File: src/rtl/alu_pipe_acc.sv
// alu_pipe_acc: two-stage signed ALU with saturation, status flags and an accumulator.
// Ports: clock/i_reset; i_valid, i_dataA, i_dataB, i_sel, i_acc_clr in;
//   o_dataC, o_valid, o_overflow, o_zero, o_neg out (all registered).
module alu_pipe_acc #(
    parameter int NB_DATA  = 16,
    parameter int SATURATE = 1
) (
    input  logic               clock,
    input  logic               i_reset,
    input  logic               i_valid,
    input  logic [NB_DATA-1:0] i_dataA,
    input  logic [NB_DATA-1:0] i_dataB,
    input  logic [2:0]         i_sel,
    input  logic               i_acc_clr,
    output logic [NB_DATA-1:0] o_dataC,
    output logic               o_valid,
    output logic               o_overflow,
    output logic               o_zero,
    output logic               o_neg
);

    localparam logic [2:0] OP_ADD  = 3'b000;
    localparam logic [2:0] OP_SUB  = 3'b001;
    localparam logic [2:0] OP_AND  = 3'b010;
    localparam logic [2:0] OP_OR   = 3'b011;
    localparam logic [2:0] OP_XOR  = 3'b100;
    localparam logic [2:0] OP_SRA  = 3'b101;
    localparam logic [2:0] OP_ACC  = 3'b110;
    localparam logic [2:0] OP_LOAD = 3'b111;

    localparam bit SAT = (SATURATE != 0);
    localparam logic [NB_DATA-1:0] MAX_VAL = {1'b0, {(NB_DATA-1){1'b1}}};
    localparam logic [NB_DATA-1:0] MIN_VAL = {1'b1, {(NB_DATA-1){1'b0}}};
    localparam logic [NB_DATA-1:0] SHIFT_LIM = NB_DATA'(NB_DATA);

    typedef struct packed {
        logic               valid;
        logic [NB_DATA-1:0] a;
        logic [NB_DATA-1:0] b;
        logic [2:0]         sel;
    } stage1_t;

    stage1_t s1;
    logic [NB_DATA-1:0] acc;

    logic [NB_DATA:0]          opX;
    logic [NB_DATA:0]          opY;
    logic [NB_DATA:0]          wide;
    logic                      wideOvf;
    logic [NB_DATA-1:0]        arith;
    logic signed [NB_DATA-1:0] shiftRaw;
    logic [NB_DATA-1:0]        shifted;
    logic [NB_DATA-1:0]        result;
    logic                      ovf;
    logic                      accOp;

    always_comb begin
        opX = {s1.a[NB_DATA-1], s1.a};
        opY = {s1.b[NB_DATA-1], s1.b};
        wide = '0;
        unique case (s1.sel)
            OP_SUB:  wide = opX - opY;
            OP_ACC:  wide = {acc[NB_DATA-1], acc} + opX;
            default: wide = opX + opY;
        endcase
        // Sign-extended sum: overflow when the two top bits disagree,
        // and the extra bit tells which direction it overflowed.
        wideOvf = wide[NB_DATA] ^ wide[NB_DATA-1];
        if (wideOvf && SAT)
            arith = wide[NB_DATA] ? MIN_VAL : MAX_VAL;
        else
            arith = wide[NB_DATA-1:0];
    end

    // Kept as a separate signed assignment so >>> stays arithmetic.
    assign shiftRaw = $signed(s1.a) >>> s1.b;

    always_comb begin
        if (s1.b >= SHIFT_LIM)
            shifted = {NB_DATA{s1.a[NB_DATA-1]}};
        else
            shifted = shiftRaw;
    end

    always_comb begin
        result = '0;
        ovf    = 1'b0;
        accOp  = 1'b0;
        unique case (s1.sel)
            OP_ADD,
            OP_SUB: begin
                result = arith;
                ovf    = wideOvf;
            end
            OP_AND:  result = s1.a & s1.b;
            OP_OR:   result = s1.a | s1.b;
            OP_XOR:  result = s1.a ^ s1.b;
            OP_SRA:  result = shifted;
            OP_ACC: begin
                result = arith;
                ovf    = wideOvf;
                accOp  = 1'b1;
            end
            OP_LOAD: begin
                result = s1.a;
                accOp  = 1'b1;
            end
            default: result = '0;
        endcase
    end

    always_ff @(posedge clock or posedge i_reset) begin
        if (i_reset) begin
            s1         <= '0;
            acc        <= '0;
            o_dataC    <= '0;
            o_valid    <= 1'b0;
            o_overflow <= 1'b0;
            o_zero     <= 1'b0;
            o_neg      <= 1'b0;
        end else begin
            s1.valid <= i_valid;
            s1.a     <= i_dataA;
            s1.b     <= i_dataB;
            s1.sel   <= i_sel;
            o_valid  <= s1.valid;
            if (s1.valid) begin
                o_dataC    <= result;
                o_overflow <= ovf;
                o_zero     <= (result == '0);
                o_neg      <= result[NB_DATA-1];
            end
            // Clear wins over a completing acc op; that op's output
            // above was still computed from the old ACC.
            if (i_acc_clr)
                acc <= '0;
            else if (s1.valid && accOp)
                acc <= result;
        end
    end

endmodule

File: config.mk
export PLATFORM = sky130hd
export DESIGN_NAME = alu_pipe_acc
export DESIGN_NICKNAME = d
export VERILOG_FILES = /design/src/rtl/alu_pipe_acc.sv
export SDC_FILE = /design/constraint.sdc
export NUM_CORES = 1
export LEC_CHECK = 0
export ABC_AREA = 1
export CAP_MARGIN = 10
export CORE_MARGIN = 2
export CORE_UTILIZATION = 30
export CTS_BUF_LIST = sky130_fd_sc_hd__clkbuf_4 sky130_fd_sc_hd__clkbuf_8
export DETAILED_ROUTE_END_ITERATION = 7
export PLACE_DENSITY = 0.47
export SKIP_LAST_GASP = 1
export SYNTH_ARGS = -nofsm -noshare
export SYNTH_HDL_FRONTEND = slang
export SYNTH_SLANG_ARGS = --single-unit
File: constraint.sdc
create_clock -name clock -period 4.7 [get_ports clock]
set_clock_uncertainty 0.05 [all_clocks]
set_input_delay 1.175 -clock clock [delete_from_list [all_inputs] [get_ports clock]]
set_output_delay 1.175 -clock clock [all_outputs]
set_load 0.02 [all_outputs]
==> metrics.md <==
| Metric | Value |
|---|---|
| Share of layout cells above drive strength 1 | approximately 8% |
| DRC Markers | 0 |
| Vias in the first global route | 5919 |
| VDD IR max | 0.0001271 V |
| Slew headroom | 25.74% |
| I/O Pins | 59 |
| Hpwl dp | 17490 um |
| Most frequent cells in the layout | 223 x nand2_1, 144 x nand3_1, 70 x inv_1, 70 x dfrtp_1, 58 x clkdlybuf4s50_1 |
| CTS buffer count | 9 |
| Worst-Margin Slew | 1110 ps |
| Hold Buf Count CTS | 0 |
| Unrepaired setup endpoints after global routing | false |
| Hold Fails Final Rpt | 0 |
| Seq/Total Area, Yosys | 30.36% |
| Die span in x | 143.7 um |
| TritonCTS clock tree | yes |
| Gpl congestion | 1.043 |
| Clock transition at path regs | 90 ps |
| Met2 wire len | about 9900 um |
| Root buf cell | clkbuf_8 |
| Power density cells | 273.0 nW/um^2 |
| EDFF count, synth | 0 |
| Top layer in use | met4 |
| P&R area growth vs syn | 19.39% |
| GR Overflow Total | 0 |
| Total power | about 1.9 mW |
| CP most frequent cell | nand2_1 |
| Initial core utilization | 30.37% |
| Post-synth ARST share | 100.0% |
| Via count | 6044 |
| Clock buffer depth | 2 |
| Startpoint types | flip-flop |
| Met3 routed WL | 1080 um |
| Routed len/inst | 18.51 um |
| Initial antenna violation count | 0 |
| Pre-CTS setup slack | 254.7 ps |
| Synth Flop Type | dfrtp_1 |
| Clock Latency Late Sink | 380 ps |
| Initial DRC count | 490 |
| Fmax | 233.3 MHz |
| Die Footprint | 20640 sq um |
| Synthesized area | 5852 sq um |
| Layout Nets | 996 |
| Via density | 5.144 |
| Tmin final | between 4000 and 5000 ps |
| Htree depth | 3 |
| Ys Warns | 0 |
| Largest net degree at the start of global routing | 44 |
| Core Region | 19270 sq um |
| Placement Rows | 51 |
| Routed length on met1 | 9913 um |
| Max-cap violation count | 0 |
| Worst hold path class | reg2reg |
| CP peak stage delay | between 400 and 500 ps |
| Final Util | 36.25% |
| Worst setup EP type | flip-flop |
| First-pass GRT wire length | about 34000 um |
| Mean Syn Cell Area | 6.917 sq um |
| Crit share post-route | around nine tenths |
| Worst Path Arrival | 4540 ps |
| WL final | 21750 um |
| Gr usage total | between 20% and 30% |
| Cells after synthesis | 846 |
| TNS Setup | 0 ps |
| Finish-stage setup viols | 0 |
| Die height | around 140 um |
| CP required | 4960 ps |
| Static Leak | 3.253 nW |
| Status | completed |
| Synth Net Count | around 940 |
| Sink Count | 71 |
| Diodes inserted | 0 |
| Crit Path Max Fanout | 8 |
| Final worst slack | 412.9 ps |
| Drt pass-1 iters | 5 |
| Setup Crit Path Kind | reg2reg |
| # port buffers | 58 |
| FF+latch count, synth | 71 |
| Most common cell after layout, fill and taps aside | nand2_1 |
| CP max-delay cell | dfrtp_2 |
| Netlist cell types | 46 |
| Post CTS Setup Buffer Count | 0 |
| Routed Antenna Nets | 0 |
| Final Max Slew Viols | 0 |
[synth_stat cells, types with 2 or more instances]
library cell / number / area [sq um]
o21ai_1: 2 / 10.01
nor2_1: 53 / 198.9
o2111ai_1: 3 / 26.28
nand4_1: 8 / 50.05
clkbuf_1: 20 / 75.07
xor2_1: 4 / 35.03
buf_1: 2 / 7.510
buf_2: 5 / 25.02
nand3_1: 144 / 720.7
o21a_1: 3 / 22.52
inv_1: 71 / 266.5
o22ai_1: 8 / 50.05
nand3_4: 2 / 35.03
a211oi_1: 10 / 75.07
dfrtp_1: 71 / 1777
nor3_1: 4 / 20.02
inv_2: 4 / 15.01
buf_6: 2 / 22.52
o221ai_1: 2 / 17.52
ha_1: 51 / 638.1
a31oi_1: 2 / 12.51
clkinv_1: 2 / 7.510
nand2_2: 2 / 12.51
o211ai_1: 2 / 15.01
nor2_2: 4 / 25.02
a21oi_1: 38 / 190.2
nand2_1: 223 / 837.1
inv_4: 2 / 12.51
a22oi_1: 10 / 75.07
o21ai_0: 54 / 270.3
or2_2: 15 / 93.84
xnor2_1: 9 / 78.83
[critical path: cells and delay by family, from the launching register on]
family	cells	cell delay (ps)
buf+inv	2	270
compound gates	5	850
flops	1	490
simple gates	18	2230
fa+ha+maj	1	320
[per-stage QoR]
step | hold WS, ps | cell area, sq um | std cells
floorplan | 401.5 | 5852 | 846
global route | 486.4 | 6987 | 1175
global placement | 422.0 | 6778 | 1159
detailed placement | 416.8 | 6778 | 1159
CTS | 445.9 | 6963 | 1175
finish | 441.7 | 6987 | 1175
[path summary, 6_finish.rpt]
check | from | to | slack (ps) | cells past startpoint
max in group asynchronous | i_reset | opY[2] | 2570 | 3
min in group asynchronous | i_reset | o_dataC[12] | 1150 | 2
hold reg to reg | o_overflow | o_overflow | 440 | 2
setup reg to reg | opY[2] | o_zero | 410 | 26
hold / removal | o_overflow | o_overflow | 440 | 2
setup / recovery | opY[2] | o_zero | 410 | 26
[where the power goes]
part	total [mW]	internal [mW]	switching, mW	leakage [nW]
clock network	0.485	0.201	0.283	0.0888
logic	0.709	0.267	0.441	2.29
registers	0.714	0.661	0.0533	0.876
[repair_timing]
item | CTS | global route
gates resized for setup | 0 | 6
endpoints found under the hold margin | 0 | 0
setup endpoints to repair | 0 | 28
[cell type report]
cell class | count | area [sq um]
Timing Repair Buffer | 78 | 730.7
Inverter | 79 | 302.8
Clock inverter | 7 | 61.31
Multi-Input combinational cell | 666 | 3659
Sequential cell | 71 | 1778
Clock buffer | 9 | 123.9
Tap cell | 265 | 331.6
Fill cell | 2123 | 12280
[layer usage]
metal / vias up / GRT usage, %
met3: 52 / 3.232
met2: 222 / 35.16
met1: 2808 / 30.15
met4: 0 / 9.598
li1: 2962 / -
met5: - / 0
[registers in the layout, summed over array words and instances, names as in the netlist]
signal and cells:
acc 16, o_valid 1, o_overflow 1, s1 4, o_zero 1, opY 16, o_dataC 16, opX 16
[cells by family after synthesis]
group / share of synthesized area [%]
DFF: 30.36
adders and majority gates: 11.25
and+or+nand+nor: 34.79
buffers and inverters: 7.505
xor gates and xnor gates: 1.946
AOI/OAI and AO/OA: 14.15
Power figures use the tool's default switching activity.
